[config.mk]
export PLATFORM = sky130hd
export DESIGN_NAME = spi_tx_frame
export DESIGN_NICKNAME = d
export VERILOG_FILES = /design/src/rtl/spi_pkg.sv /design/src/rtl/spi_half_period_timer.sv /design/src/rtl/spi_tx_frame.sv
export SDC_FILE = /design/constraint.sdc
export NUM_CORES = 1
export LEC_CHECK = 0
export ABC_AREA = 0
export BUFFER_PORTS_ARGS = -buffer_cell sky130_fd_sc_hd__buf_2
export CAP_MARGIN = 30
export CORE_MARGIN = 2
export CORE_UTILIZATION = 35
export CTS_CLUSTER_DIAMETER = 120
export DETAILED_ROUTE_END_ITERATION = 6
export PLACE_DENSITY = 0.52
export SYNTH_ARGS = -nofsm -noshare
export SYNTH_HDL_FRONTEND = slang
export SYNTH_SLANG_ARGS = --single-unit
[constraint.sdc]
create_clock -name clk -period 3.4 [get_ports clk]
set_input_delay 0.51 -clock clk [delete_from_list [all_inputs] [get_ports clk]]
set_output_delay 0.51 -clock clk [all_outputs]
set_load 0.02 [all_outputs]
[src/rtl/spi_pkg.sv]
// Shared definitions for the SPI transmit path: FSM state encoding and default sizing.
package spi_pkg;

  typedef enum logic [1:0] {
    IDLE  = 2'd0,
    SETUP = 2'd1,
    SHIFT = 2'd2,
    HOLD  = 2'd3
  } state_t;

  localparam int DEF_DATA_W  = 8;
  localparam int DEF_CLK_DIV = 4;

endpackage

[src/rtl/spi_half_period_timer.sv]
// Half-period timer: counts 0..CLK_DIV-1 and flags the last cycle of each half-period.
module spi_half_period_timer #(
  parameter int CLK_DIV = 4
) (
  input  logic clk,
  input  logic rst,
  input  logic restart,
  output logic tick
);

  logic [7:0] cnt;

  assign tick = (cnt == 8'(CLK_DIV - 1));

  // restart realigns the count with a state change so every phase starts a full half-period
  always_ff @(posedge clk) begin
    if (rst || restart) begin
      cnt <= '0;
    end else if (tick) begin
      cnt <= '0;
    end else begin
      cnt <= cnt + 8'd1;
    end
  end

endmodule

[src/rtl/spi_tx_frame.sv]
// SPI mode-0 frame transmitter: accepts one word per valid/ready handshake and shifts it out MSB first.
module spi_tx_frame
  import spi_pkg::*;
#(
  parameter int DATA_W  = DEF_DATA_W,
  parameter int CLK_DIV = DEF_CLK_DIV
) (
  input  logic              clk,
  input  logic              rst,
  input  logic [DATA_W-1:0] tx_data,
  input  logic              tx_valid,
  output logic              tx_ready,
  output logic              tx_done,
  output logic              busy,
  output logic              sclk,
  output logic              cs_n,
  output logic              mosi
);

  localparam logic [4:0] LAST_BIT = 5'(DATA_W);

  state_t            state;
  logic [4:0]        bit_cnt;
  logic [DATA_W-1:0] shreg;
  logic              tick;
  logic              restart;

  always_comb begin
    restart = 1'b0;
    if (state == IDLE) begin
      restart = tx_valid && tx_ready;
    end else begin
      restart = tick;
    end
  end

  spi_half_period_timer #(
    .CLK_DIV(CLK_DIV)
  ) u_timer (
    .clk    (clk),
    .rst    (rst),
    .restart(restart),
    .tick   (tick)
  );

  always_ff @(posedge clk) begin
    if (rst) begin
      state    <= IDLE;
      tx_ready <= 1'b1;
      tx_done  <= 1'b0;
      busy     <= 1'b0;
      sclk     <= 1'b0;
      cs_n     <= 1'b1;
      mosi     <= 1'b0;
      bit_cnt  <= '0;
      shreg    <= '0;
    end else begin
      tx_done <= 1'b0;
      case (state)
        IDLE: begin
          if (tx_valid && tx_ready) begin
            state    <= SETUP;
            shreg    <= tx_data;
            mosi     <= tx_data[DATA_W-1];
            cs_n     <= 1'b0;
            busy     <= 1'b1;
            tx_ready <= 1'b0;
            bit_cnt  <= '0;
          end
        end
        SETUP: begin
          if (tick) begin
            state   <= SHIFT;
            sclk    <= 1'b1;
            bit_cnt <= 5'd1;
          end
        end
        SHIFT: begin
          if (tick) begin
            if (sclk) begin
              sclk <= 1'b0;
              // after the last rising edge mosi keeps the LSB through HOLD
              if (bit_cnt != LAST_BIT) begin
                shreg <= {shreg[DATA_W-2:0], shreg[DATA_W-1]};
                mosi  <= shreg[DATA_W-2];
              end
            end else if (bit_cnt == LAST_BIT) begin
              state <= HOLD;
            end else begin
              sclk    <= 1'b1;
              bit_cnt <= bit_cnt + 5'd1;
            end
          end
        end
        HOLD: begin
          if (tick) begin
            state    <= IDLE;
            cs_n     <= 1'b1;
            busy     <= 1'b0;
            tx_ready <= 1'b1;
            tx_done  <= 1'b1;
            mosi     <= 1'b0;
          end
        end
        default: state <= IDLE;
      endcase
    end
  end

endmodule
==> summary.md <==
| Metric | Value |
|---|---|
| Status | completed |
| Clock Skew | roughly 0.0065 ns |
| EDFF count, synth | 0 |
| Pint | 622 uW |
| Clock Power Share | 20.5% |
| Combinational power share | 37.5% |
| Die X | 67.8 um |
| Design area | 1590 um^2 |
| I/O pins | 17 |
| Worst R2R Path Depth | 6 |
| Cell Area, Synth | around 1400 um^2 |
| Net Sw Power | around 360 uW |
| Final Cycle Share | ~65% |
| CTS tree | built |
| Min-delay worst type | reg -> reg |
| Starting Density | between 30% and 40% |
| DP Area | 1540 um^2 |
| LEAKAGE | roughly 0.0006 uW |
| Max-cap violations | 0 |
| Final setup fails | 0 |
| Htree depth | 1 |
| Final GP Congestion | around 0.7 |
| Vias in the first global route | 1,146 |
| DR vias/cell | about 5.2 |
| CP Data Required Time | roughly 3.6 ns |
| Share of cells above drive strength 1 | 14.1% |
| Worst EP arrival | 2.35 ns |
| Nets | 203 |
| Max IR drop VDD | between 0.2 and 0.25 mV |
| PD cells | between 600 and 700 nW/um^2 |
| Cts hold-fix bufs | 0 |
| Ys Warns | 0 |
| Worst setup path end | mosi |
| Synth unique cells | 39 |
| Min cycle time layout | 2.20 ns |
| Clk slew on worst S/H paths | 0.09 ns |
| Drt wl/cell | 12.4 um |
| Final Hold Viols | 0 |
| Die height | 67.8 um |
| Reg power frac | 42.0% |
| Worst reg2reg startpoint | state[0] |
| CTS root buf | clkbuf_8 |
| Clk sinks | 28 |
| Worst Setup Start Kind | register |
| Port Buffers | 16 |
| Post-cts repair resize count | 0 |
| CP startpoint | state[0] |
| Max-Slew Margin vs Limit | 51.1% |
| ANT nets after route | 0 |
| Dpl hpwl | 2140 um |
| Path type of the worst setup path | reg -> reg |
| Synth Net Count | 189 |
| DIE AREA | around 4600 um^2 |
| Antenna fix cells | 0 |
| # rows | 23 |
| First-pass GRT wire length | 5090 um |
| First-pass iteration count of the detailed router | 4 |
| Crit path max fanout | 20 |
| Switch share | a little under two fifths |
| RSZ-0062 raised after global routing | no |
| Largest net degree at the start of global routing | 23 |
| # Post-CTS Setup Buffers | 0 |
| Max Buffers Root-to-Sink | 2 |
| Gr usage total | between 10 and 15% |
| R2r setup slk | 1.20 ns |
| Top cells by area, synth | dfxtp_1 39%, ha_1 6.1%, nand2_1 5.5% |
| Total chip power | 982 uW |
| Worst-Margin Slew | 0.727 ns |
| Synth Area per Inst | 8.33 um^2 |
| Setup TNS | 0 ns |
| Post-Synthesis Cells | 171 |
| Post-Route WL | 2900 um |
| Worst r2r dst | mosi |
| Initial antenna violation count | 0 |
| Slew Viols, Final | 0 |
| Largest area contributor in the netlist | dfxtp_1 |
| Post-synthesis sequential area ratio | 39.3% |
| Total clock buffers created by CTS | 3 |
| Worst skew pair latency | 0.27 ns |
| Via Count | 1,224 |
| Residual DRC | 0 |
| Flops & latches, synth | 28 |
| Crit. End Element | register |
| Post-synth ARST share | 0% |
| Top cell type's share of synthesized area | 39.3% |
| CORE AREA | 3970 um^2 |
| Top_reg_cell synth | dfxtp_1 |
| F_max | 455 MHz |
| Area grow syn2layout | 11.7% |
| Grt ovf | 0 |
| DR iter-0 viols | 31 |
sequential cells by signal, summed over array words and instances (netlist names):
| signal | cells |
|---|---|
| u_timer.cnt | 8 |
| tx_done | 1 |
| shreg | 8 |
| mosi | 1 |
| sclk | 1 |
| state | 2 |
| bit_cnt | 5 |
| cs_n | 1 |
| busy | 1 |
cells in the mapped netlist, drive strengths merged, types with 2 or more instances:
library cell / count
ha: 7
nand2b: 2
a21oi: 10
a31oi: 7
o21a: 2
or4: 3
nor2b: 2
or3: 3
nor3: 2
xor2: 5
o21ai: 4
a211oi: 2
a21boi: 2
nand3: 7
mux2i: 2
nor2: 21
nand4: 8
nand2: 21
inv: 9
dfxtp: 28
buf: 3
and3: 3
clkbuf: 4
cell families (layout without fill, tap and decap cells):
kind of cell	after synthesis	in the layout	synth area share [%]
adder cells (fa/ha/maj)	7	7	6.15
flip-flops	28	28	39.3
multiplexers	2	2	1.40
AO/OA/AOI/OAI	34	34	16.4
buffers and inverters	16	29	4.56
XOR/XNOR	6	6	3.69
AND/OR/NAND/NOR	78	78	28.4
per-layer routing:
metal,track usage (%),wire length [um]
met5,0,0
met4,6.00,39
met3,2.30,118
met2,23.8,1380
met1,18.6,1370
how the worst min path moves through the flow:
stage | depth (start not counted) | slack, ns | startpoint | to
final | 2 | 0.47 | shreg[6] | shreg[6]
after global routing | 2 | 0.49 | shreg[6] | shreg[6]
after CTS | 2 | 0.48 | shreg[6] | shreg[6]
after detailed placement | 2 | 0.46 | shreg[6] | shreg[6]
after global placement | 1 | 0.46 | u_timer.cnt[0] | u_timer.cnt[0]
after floorplan | 1 | 0.44 | u_timer.cnt[0] | u_timer.cnt[0]
cell type report:
type | instances | area [um^2]
Timing Repair Buffer | 16 | 80.1
Multi-Input combinational cell | 127 | 800
Fill cell | 414 | 2380
Tap cell | 50 | 62.6
Sequential cell | 28 | 561
Inverter | 9 | 33.8
Clock buffer | 4 | 55.1
metrics by stage:
stage          cells  worst slack (ns)  hold slack, ns  util [%]
6_report         234              1.20           0.471      40.1
3_5_place_dp     230              1.22           0.463      38.7
3_3_place_gp     230              1.29           0.461      38.7
4_1_cts          234              1.22           0.476      40.1
2_1_floorplan    171              1.45           0.438         -
5_1_grt          234              1.03           0.489      40.1
cells in the final DEF, fill, tap and decap left out, types with 2 or more instances in the layout:
cell type	count
nand2_1	21
and3_1	3
nand4_1	8
nor2b_1	2
a21oi_1	10
xor2_1	5
o21a_1	2
buf_2	16
o21ai_0	4
dfxtp_1	28
a31oi_1	7
clkbuf_8	4
or3_1	3
mux2i_1	2
inv_1	9
nand2b_1	2
a21boi_0	2
nor3_1	2
or4_1	3
nand3_1	7
nor2_1	21
ha_1	7
a211oi_1	2
power groups by stage:
stage	clock (uW)	sequential, uW	combinational, uW
after floorplan	0	424	285
after global placement	0	418	363
after detailed placement	0	419	371
after CTS	210	412	372
after global routing	222	419	418
final	202	412	369
worst max-delay path, cell delays in order (launching register included):
cell and delay (ns):
dfxtp_1 0.40, inv_1 0.09, ha_1 0.42, or3_1 0.48, a2111oi_2 0.41, mux2i_1 0.23
nor2_1 0.05
No activity file was read; power rests on OpenSTA's default activity.
